`src/rtl/mitll_pkg.sv`:
```
// Shared types and helpers for the mitll_* sampled SFQ cell models.
package mitll_pkg;

    typedef enum logic {
        S0 = 1'b0,
        S1 = 1'b1
    } chan_state_e;

    typedef enum logic [1:0] {
        CAUSE_CT_IN   = 2'd0,
        CAUSE_CT_CLK  = 2'd1,
        CAUSE_ILLEGAL = 2'd2
    } viol_cause_e;

    localparam int unsigned N_CAUSE = 3;

    // Bits needed to hold a counter value in 0..max_val (never less than one).
    function automatic int unsigned cnt_w(input int unsigned max_val);
        return (max_val < 2) ? 1 : $clog2(max_val + 1);
    endfunction

endpackage

```
`src/rtl/mitll_not_chan.sv`:
```
// One clocked SFQ inverter channel: state, timing windows, output delay line, sticky error.
// Optional saturating violation counter under MITLL_NOT_ARRAY_ERRCNT_EN.
module mitll_not_chan
    import mitll_pkg::*;
#(
    parameter int unsigned DELAY  = 9,
    parameter int unsigned CT_IN  = 2,
    parameter int unsigned CT_CLK = 8
`ifdef MITLL_NOT_ARRAY_ERRCNT_EN
    ,
    parameter int unsigned ERRCNT_W = 8
`endif
) (
    input  logic                clk,
    input  logic                rst,
    input  logic                i_clk_p,
    input  logic                i_dat_p,
    output logic                o_out_t,
    output logic                o_err,
`ifdef MITLL_NOT_ARRAY_ERRCNT_EN
    output logic [ERRCNT_W-1:0] o_err_cnt,
`endif
    output logic                o_viol_c
);

    localparam int unsigned DIN_W = cnt_w(CT_IN);
    localparam int unsigned CLK_W = cnt_w(CT_CLK);

    chan_state_e          r_state;
    chan_state_e          w_state_mid;
    chan_state_e          w_state_nxt;
    logic [DIN_W-1:0]     r_din_cnt;
    logic [CLK_W-1:0]     r_clk_cnt;
    logic [N_CAUSE-1:0]   w_viol;
    logic                 w_emit;
    logic                 w_fire;
    logic                 r_out;
    logic                 r_err;

    // State register.
    always_ff @(posedge clk) begin
        if (rst) r_state <= S0;
        else     r_state <= w_state_nxt;
    end

    // Clock pulse is resolved first against the cycle-start state; the data
    // pulse then sees the data window the clock may have just opened.
    always_comb begin
        w_viol      = '0;
        w_emit      = 1'b0;
        w_state_mid = r_state;
        w_state_nxt = r_state;
        if (i_clk_p) begin
            if (r_clk_cnt != '0)  w_viol[CAUSE_CT_CLK] = 1'b1;
            else if (r_state == S1) w_state_mid = S0;
            else                  w_emit = 1'b1;
        end
        w_state_nxt = w_state_mid;
        if (i_dat_p) begin
            if ((r_din_cnt != '0) || w_emit) begin
                w_viol[CAUSE_CT_IN] = 1'b1;
            end else begin
                if (r_state == S1) w_viol[CAUSE_ILLEGAL] = 1'b1;
                w_state_nxt = S1;
            end
        end
    end

    // Window counters hold the number of remaining open cycles after this one.
    always_ff @(posedge clk) begin
        if (rst) begin
            r_din_cnt <= '0;
            r_clk_cnt <= '0;
        end else begin
            if (w_emit)                r_din_cnt <= DIN_W'(CT_IN - 1);
            else if (r_din_cnt != '0)  r_din_cnt <= r_din_cnt - DIN_W'(1);
            if (w_emit)                r_clk_cnt <= CLK_W'(CT_CLK - 1);
            else if (r_clk_cnt != '0)  r_clk_cnt <= r_clk_cnt - CLK_W'(1);
        end
    end

    // The output register is the final stage of the DELAY-deep pulse line.
    generate
        if (DELAY > 1) begin : g_line
            logic [DELAY-2:0] r_dly;
            always_ff @(posedge clk) begin
                if (rst) begin
                    r_dly <= '0;
                end else begin
                    r_dly[0] <= w_emit;
                    for (int i = 1; i < int'(DELAY) - 1; i++) r_dly[i] <= r_dly[i-1];
                end
            end
            assign w_fire = r_dly[DELAY-2];
        end else begin : g_direct
            assign w_fire = w_emit;
        end
    endgenerate

    always_ff @(posedge clk) begin
        if (rst) begin
            r_out <= 1'b0;
            r_err <= 1'b0;
        end else begin
            r_out <= r_out ^ w_fire;
            r_err <= r_err | (|w_viol);
        end
    end

`ifdef MITLL_NOT_ARRAY_ERRCNT_EN
    logic [ERRCNT_W-1:0] r_err_cnt;

    // Any number of violations in one cycle counts once.
    always_ff @(posedge clk) begin
        if (rst)                               r_err_cnt <= '0;
        else if ((|w_viol) && (r_err_cnt != '1)) r_err_cnt <= r_err_cnt + ERRCNT_W'(1);
    end

    assign o_err_cnt = r_err_cnt;
`endif

    assign o_out_t  = r_out;
    assign o_err    = r_err;
    assign o_viol_c = |w_viol;

endmodule

```
`src/rtl/mitll_not_array.sv`:
```
// N-channel clocked SFQ inverter array with shared SFQ clock and toggle-encoded pulses.
// Optional per-channel error counters under MITLL_NOT_ARRAY_ERRCNT_EN.
module mitll_not_array
    import mitll_pkg::*;
#(
    parameter int unsigned N      = 4,
    parameter int unsigned DELAY  = 9,
    parameter int unsigned CT_IN  = 2,
    parameter int unsigned CT_CLK = 8,
    parameter int unsigned SETTLE = 4
`ifdef MITLL_NOT_ARRAY_ERRCNT_EN
    ,
    parameter int unsigned ERRCNT_W = 8
`endif
) (
    input  logic                  clk,
    input  logic                  rst,
    input  logic                  sfq_clk_t,
    input  logic [N-1:0]          in_t,
    output logic [N-1:0]          out_t,
    output logic [N-1:0]          err,
`ifdef MITLL_NOT_ARRAY_ERRCNT_EN
    output logic [N*ERRCNT_W-1:0] err_cnt,
`endif
    output logic                  err_any
);

    localparam int unsigned SET_W = cnt_w(SETTLE);

    logic             r_sfq_h;
    logic [N-1:0]     r_in_h;
    logic [SET_W-1:0] r_settle;
    logic             r_err_any;
    logic             w_live;
    logic             w_sfq_p;
    logic [N-1:0]     w_in_p;
    logic [N-1:0]     w_viol;

    // History registers follow the inputs during reset so release is pulse-free.
    always_ff @(posedge clk) begin
        if (rst) begin
            r_sfq_h  <= sfq_clk_t;
            r_in_h   <= in_t;
            r_settle <= SET_W'(SETTLE);
        end else begin
            r_sfq_h  <= sfq_clk_t;
            r_in_h   <= in_t;
            if (r_settle != '0) r_settle <= r_settle - SET_W'(1);
        end
    end

    assign w_live  = (r_settle == '0);
    assign w_sfq_p = w_live & (sfq_clk_t ^ r_sfq_h);
    assign w_in_p  = {N{w_live}} & (in_t ^ r_in_h);

    // Sticky OR of all channel errors, updated on the same edge as err.
    always_ff @(posedge clk) begin
        if (rst) r_err_any <= 1'b0;
        else     r_err_any <= r_err_any | (|w_viol);
    end

    assign err_any = r_err_any;

    generate
        for (genvar g = 0; g < int'(N); g++) begin : g_chan
            mitll_not_chan #(
                .DELAY    (DELAY),
                .CT_IN    (CT_IN),
`ifdef MITLL_NOT_ARRAY_ERRCNT_EN
                .ERRCNT_W (ERRCNT_W),
`endif
                .CT_CLK   (CT_CLK)
            ) u_chan (
                .clk       (clk),
                .rst       (rst),
                .i_clk_p   (w_sfq_p),
                .i_dat_p   (w_in_p[g]),
                .o_out_t   (out_t[g]),
                .o_err     (err[g]),
`ifdef MITLL_NOT_ARRAY_ERRCNT_EN
                .o_err_cnt (err_cnt[g*ERRCNT_W +: ERRCNT_W]),
`endif
                .o_viol_c  (w_viol[g])
            );
        end
    endgenerate

endmodule
```
`config.mk`:
```
export PLATFORM = sky130hd
export DESIGN_NAME = mitll_not_array
export DESIGN_NICKNAME = d
export VERILOG_FILES = /design/src/rtl/mitll_pkg.sv /design/src/rtl/mitll_not_chan.sv /design/src/rtl/mitll_not_array.sv
export SDC_FILE = /design/constraint.sdc
export NUM_CORES = 1
export LEC_CHECK = 0
export CORE_MARGIN = 4
export CORE_UTILIZATION = 34
export CTS_CLUSTER_SIZE = 25
export DETAILED_ROUTE_END_ITERATION = 16
export PLACE_DENSITY_LB_ADDON = 0.05
export SETUP_SLACK_MARGIN = 0.2
export SLEW_MARGIN = 20
export SYNTH_ARGS = -nofsm -noshare
export SYNTH_HDL_FRONTEND = slang
export SYNTH_SLANG_ARGS = --single-unit
```
`constraint.sdc`:
```
create_clock -name clk -period 1.87 [get_ports clk]
set_clock_uncertainty 0.2 [all_clocks]
set_input_delay 0.374 -clock clk [delete_from_list [all_inputs] [get_ports clk]]
set_output_delay 0.374 -clock clk [all_outputs]
set_load 0.005 [all_outputs]
```
Yosys cells after proc, flatten, opt, wreduce, memory -nomap -nowiden. Index checks and enable logic that the tools add are counted.

Output and inout port bits: 9. Bits of input ports: 7. Register bits after elaboration: 77.

Bitwise operators: 13. $add $sub $neg: 9. Mux-type cells: 72. Reductions and logical operators: 31.

Operators by type and width (count): $mux W1 (64); $mux W3 (8); $reduce_bool A2 Y1 (12); $reduce_bool A4 Y1 (4); $sub A4 B1 Y4 const B (4); $reduce_or A12 Y1 (1); $reduce_or A3 Y1 (4); $reduce_or A2 Y1 (4); $sub A2 B1 Y2 const B (4); $or A1 B1 Y1 (5); $xor A1 B1 Y1 (5); $and A4 B4 Y4 (1); $logic_or A1 B1 Y1 (4); $xor A4 B4 Y4 (1); $logic_not A3 Y1 (1); $reduce_bool A3 Y1 (1); $sub A3 B1 Y3 const B (1); $and A1 B1 Y1 (1).

Longest topological paths before layout.
Depth in word-level cells: 8. Depth in mapped cells: 8. Mapped depth without buffers: 6.

Modules after synthesis. A second synthesis with hierarchy kept.

Cells, all modules: 303. Area total of the unflattened synthesis: 2961.6 um^2.

By module, submodules not included: mitll_not_chan (sequential area each 340.3 um^2, area an instance 651.9 um^2, instances 4, cells each 67); mitll_not_array (sequential area each 180.2 um^2, area an instance 354.1 um^2, instances 1, cells each 35).

Worst setup path after synthesis. No wires, ideal clock.

Kind: reg2reg. From: register g_chan[0].u_chan.r_clk_cnt[0]. To: register g_chan[0].u_chan.r_state. Path slack: -0.058 ns. Cell stages (with the launch flop): 7. Required time: 1.538 ns. Arrival time: 1.596 ns. Library setup time: 0.132 ns. Cell sequence: dfxtp_1 > inv_1 > ha_1 > or3b_1 > or4_1 > nand3_1 > a21oi_1.

Word-level cells in the longest chain between the ends: 6. Elaborated cells between the ends (all ways): 8.

RTL lines: start, declared (RTL line mitll_not_chan.sv:33) `logic [CLK_W-1:0] r_clk_cnt;`; start signal, assigned (RTL line mitll_not_chan.sv:77) `if (w_emit) r_clk_cnt <= CLK_W'(CT_CLK - 1);`; start signal, assigned (RTL line mitll_not_chan.sv:78) `else if (r_clk_cnt != '0) r_clk_cnt <= r_clk_cnt - CLK_W'(1);`; $reduce_bool A4 Y1 (*) (RTL line mitll_not_chan.sv:54) `if (r_clk_cnt != '0) w_viol[CAUSE_CT_CLK] = 1'b1;`; $mux W1 (RTL line mitll_not_chan.sv:54); $mux W1 (RTL line mitll_not_chan.sv:53) `if (i_clk_p) begin`; $logic_or A1 B1 Y1 (RTL line mitll_not_chan.sv:60) `if ((r_din_cnt != '0) || w_emit) begin`; $mux W1 (RTL line mitll_not_chan.sv:60); $mux W1 (*) (RTL line mitll_not_chan.sv:59) `if (i_dat_p) begin`; end signal, assigned (RTL line mitll_not_chan.sv:43) `else r_state <= w_state_nxt;`; end, declared (RTL line mitll_not_chan.sv:29) `chan_state_e r_state;`.

Every way passes the cells marked *; elsewhere a longest branch is shown, timed or not. A chain may end at the register's enable or synchronous reset.

Worst setup path after layout.
From: register g_chan[1].u_chan.r_clk_cnt[1]. To: register g_chan[1].u_chan.r_clk_cnt[0].

Word-level cells in the longest chain between the ends: 4. Elaborated cells between the ends (all ways): 5.

RTL lines (RTL line): start, declared (mitll_not_chan.sv:33); start signal, assigned (mitll_not_chan.sv:77); start signal, assigned (mitll_not_chan.sv:78); $reduce_bool A4 Y1 (*) (mitll_not_chan.sv:54, mitll_not_chan.sv:78); $mux W1 (mitll_not_chan.sv:54); $mux W1 (mitll_not_chan.sv:53); $mux W3 / $reduce_bool A2 Y1 (equally long branches).

Marked as above.

==> impl_metrics.sql <==
INSERT INTO impl_metrics (metric_group, metric, value, unit) VALUES
('status', 'outcome', 'complete, but fails checks', ''),
('status', 'failing_checks', 'negative setup slack', ''),
('clock_tree', 'cts_tree', 'yes', ''),
('placed_design', 'hpwlAfterDp', '3600', 'um'),
('placed_design', 'dpl_cell_area', '3570', 'um2'),
('clock_tree', 'clk_transition_reported_paths', '0.09', 'ns'),
('power_and_ir_drop', 'comb_power_share', '46.1', '%'),
('sta', 'timing.final.setup_violations', '2', ''),
('clock_tree', 'clkLatencyLatePin', '0.34', 'ns'),
('setup_path', 'r2r_start', 'g_chan[1].u_chan.r_clk_cnt[1]', ''),
('power_and_ir_drop', 'cell_internal_pwr', '4.25', 'mW'),
('sta', 'setup_ws', '-0.0123', 'ns'),
('die', 'top_level_ports', '16', ''),
('synth', 'synthesis.area', '2960', 'um2'),
('sta', 'final_hold_viol_count', '0', ''),
('synth', 'synth_async_sr_flop_share', '0', '%'),
('final_layout', 'finalInstanceArea', '4100', 'um2'),
('synth', 'synth_top_flop_cell', 'sky130_fd_sc_hd__dfxtp_1', ''),
('route', 'route.antenna.remaining_nets', '0', ''),
('clock_tree', 'cts_made_buffers', '9', ''),
('synth', 'total_nets_after_synthesis', '318', ''),
('route', 'topRoutingLayerUsed', 'met4', ''),
('synth', 'synth_edf_count', '0', ''),
('synth', 'synth-seq-cells', '77', ''),
('route', 'routed-via-count', '2103', ''),
('final_layout', 'register_area', '1560', 'um2'),
('placed_design', 'final_gp_congestion', '0.744', ''),
('sta', 'slew_headroom', '63.3', '%'),
('sta', 'finalCriticalPeriod', '1.88', 'ns'),
('die', 'core.rowCount', '33', ''),
('setup_path', 'category_of_cells_accounting_for_the_largest_share_of_critical_path_delay', 'simple AND/OR/NAND/NOR gates', ''),
('final_layout', 'drive_gt1_share', '41.9', '%'),
('grt', 'groute.usage.overall', '12.2', '%'),
('route', 'total_met2_wirelength_after_detailed_routing', '2560', 'um'),
('final_layout', 'area_occupied_by_multi_input_gates', '1490', 'um2'),
('placed_design', 'io_buffer_count', '15', ''),
('setup_path', 'r2r_setup_slack', '-0.01', 'ns'),
('setup_path', 'number_of_buffers_and_inverters_on_the_critical_path', '2', ''),
('route', 'routed_via_density', '4.49', ''),
('setup_path', 'worst_setup_path_endpoint', 'g_chan[1].u_chan.r_clk_cnt[0]', ''),
('synth', 'yosys_warnings', '0', ''),
('clock_tree', 'clock-sinks', '77', ''),
('synth', 'post_synth_inst_count', '300', ''),
('route', 'drcViolationCount', '0', ''),
('setup_path', 'worst_r2r_path_depth', '6', ''),
('hold_path', 'worstHoldPathType', 'input port to register', ''),
('die', 'die_y', '101', 'um'),
('power_and_ir_drop', 'power.leakage', '1.63', 'nW'),
('setup_path', 'crit_path_max_fanout', '3', ''),
('setup_path', 'setup.worst_path.end_class', 'register', ''),
('route', 'totalWireLength', '5490', 'um'),
('route', 'met3RoutedLength', '176', 'um'),
('route', 'drt_iter0_drc', '18', ''),
('power_and_ir_drop', 'power.switching_fraction', '34.2', '%'),
('sta', 'tns', '-0.0172', 'ns'),
('grt', 'grt_max_degree', '31', ''),
('power_and_ir_drop', 'net-switching-power', '2.21', 'mW'),
('setup_path', 'timing.setup.critical_path_class', 'register to register', ''),
('final_layout', 'syn_to_final_growth', '38.6', '%'),
('placed_design', 'dpl_worst_slack', '-0.351', 'ns'),
('clock_tree', 'postCtsHoldBufs', '0', ''),
('setup_path', 'critical-path-max-stage-delay', '0.46', 'ns'),
('run', 'max-cap-violations', '0', ''),
('die', 'die_w', '101', 'um'),
('setup_path', 'timing.critical_path.depth', '6', ''),
('synth', 'ys_top_cells_by_area', 'sky130_fd_sc_hd__dfxtp_1, sky130_fd_sc_hd__nor2b_1, sky130_fd_sc_hd__a21oi_1, sky130_fd_sc_hd__ha_1, sky130_fd_sc_hd__xnor2_1', ''),
('die', 'initial_utilization', '35.4', '%'),
('sta', 'max_clock_freq', '0.531', 'GHz'),
('power_and_ir_drop', 'cellPowerDensity', '1580', 'nW/um2'),
('clock_tree', 'cts_buffer_depth', '2', ''),
('synth', 'yosysSeqAreaShare', '52.1', '%');
-- cell usage in the layout, fill, tap and decap left out, types with 5 or more instances in the layout --
cell type                         Yosys  final
sky130_fd_sc_hd__nor2b_1             32     32
sky130_fd_sc_hd__buf_4                8     41
sky130_fd_sc_hd__nor3_1              16     10
sky130_fd_sc_hd__dfxtp_2              0     15
sky130_fd_sc_hd__a21oi_2              1     14
sky130_fd_sc_hd__nor2_1              20     12
sky130_fd_sc_hd__dlygate4sd2_1        0      9
sky130_fd_sc_hd__o31ai_1              5      5
sky130_fd_sc_hd__a21oi_1             28     15
sky130_fd_sc_hd__clkdlybuf4s50_1      0      5
sky130_fd_sc_hd__inv_2                0     10
sky130_fd_sc_hd__xnor2_1             13     13
sky130_fd_sc_hd__ha_4                 0      5
sky130_fd_sc_hd__nor3_2               0      5
sky130_fd_sc_hd__xor2_1               5      5
sky130_fd_sc_hd__ha_1                11      6
sky130_fd_sc_hd__clkbuf_8             0      9
sky130_fd_sc_hd__buf_6                0      6
sky130_fd_sc_hd__dfxtp_1             77     62
sky130_fd_sc_hd__inv_1               25     15
sky130_fd_sc_hd__nor2_2               0      6
-- registers in the layout, summed over array words and instances, names as in the netlist --
| signal | cells |
|---|---|
| r_in_h | 4 |
| g_chan.u_chan.o_out_t | 4 |
| g_chan.u_chan.r_state | 4 |
| g_chan.u_chan.g_line.r_dly | 32 |
| g_chan.u_chan.r_din_cnt | 8 |
| r_sfq_h | 1 |
| err_any | 1 |
| r_settle | 3 |
| g_chan.u_chan.r_clk_cnt | 16 |
| g_chan.u_chan.o_err | 4 |
-- per-layer routing --
layer / vias to the layer above / global-route usage, %
li1: 1109 / -
met1: 961 / 15.9
met2: 25 / 18.9
met3: 8 / 3.44
met4: 0 / 5.21
met5: - / 0
-- cell type report --
cell class	count	share of cell area, %
well taps	105	3.21
multi-input cells	178	36.4
clock buffers	9	3.02
clock inverters	7	1.98
repair buffers	67	15.0
inverters	25	2.29
flip-flops and latches	77	38.1
-- power groups by stage --
stage,sequential (mW),clock [mW],combinational [mW]
after CTS,2.19,1.37,2.88
after floorplan,2.15,0,1.66
after detailed placement,2.19,0,2.42
after global placement,2.20,0,2.38
final,2.19,1.29,2.98
after global routing,2.24,1.42,3.34
-- through the flow --
step	hold slack, ns	util [%]	total power, mW	instances
final	0.202	49.1	6.46	468
after global routing	0.222	49.1	7.00	468
after CTS	0.187	48.2	6.43	465
after detailed placement	0.222	42.8	4.61	442
after global placement	0.216	42.8	4.58	442
after floorplan	0.202	-	3.82	300
-- cells in the mapped netlist (5+ instances only) --
| library cell | number |
|---|---|
| sky130_fd_sc_hd__nor2b_1 | 32 |
| sky130_fd_sc_hd__dfxtp_1 | 77 |
| sky130_fd_sc_hd__ha_1 | 11 |
| sky130_fd_sc_hd__o21ai_0 | 6 |
| sky130_fd_sc_hd__nor3_1 | 16 |
| sky130_fd_sc_hd__o31ai_1 | 5 |
| sky130_fd_sc_hd__xnor2_1 | 13 |
| sky130_fd_sc_hd__a21oi_1 | 28 |
| sky130_fd_sc_hd__buf_4 | 8 |
| sky130_fd_sc_hd__inv_1 | 25 |
| sky130_fd_sc_hd__clkbuf_1 | 7 |
| sky130_fd_sc_hd__nor2_1 | 20 |
| sky130_fd_sc_hd__xor2_1 | 5 |
-- worst register-to-register path: stages (launching register included) --
cell                      delay, ns
sky130_fd_sc_hd__dfxtp_2       0.33
sky130_fd_sc_hd__inv_2         0.07
sky130_fd_sc_hd__ha_4          0.12
sky130_fd_sc_hd__or3b_4        0.39
sky130_fd_sc_hd__or4_4         0.46
sky130_fd_sc_hd__buf_6         0.15
sky130_fd_sc_hd__a21oi_2       0.09
-- cell families after synthesis --
| group | after synthesis | synth area share (%) |
|---|---|---|
| AND/OR/NAND/NOR | 97 | 19.9 |
| adder cells (fa/ha/maj) | 11 | 4.66 |
| XOR/XNOR | 19 | 5.88 |
| AO/OA/AOI/OAI | 51 | 10.5 |
| buffers and inverters | 45 | 6.90 |
| flip-flops | 77 | 52.1 |
-- how the worst min path moves through the flow --
stage / cells past startpoint / endpoint / start / slack [ns]
final: 2 / r_settle[0] / rst / 0.20
after global placement: 1 / g_chan[2].u_chan.g_line.r_dly[5] / g_chan[2].u_chan.g_line.r_dly[4] / 0.22
after CTS: 2 / g_chan[1].u_chan.g_line.r_dly[0] / rst / 0.19
after detailed placement: 1 / g_chan[3].u_chan.g_line.r_dly[7] / g_chan[3].u_chan.g_line.r_dly[6] / 0.22
after global routing: 2 / g_chan[1].u_chan.r_din_cnt[0] / rst / 0.22
after floorplan: 0 / r_in_h[0] / in_t[0] / 0.20
-- repair_timing --
action / in CTS / in global routing
pin swaps: 10 / 6
setup buffers: 6 / 3
resized for setup: 59 / 16
cloned: 1 / 0
setup endpoints to repair: 45 / 37
Note: power is estimated with default switching activity, not from simulation.
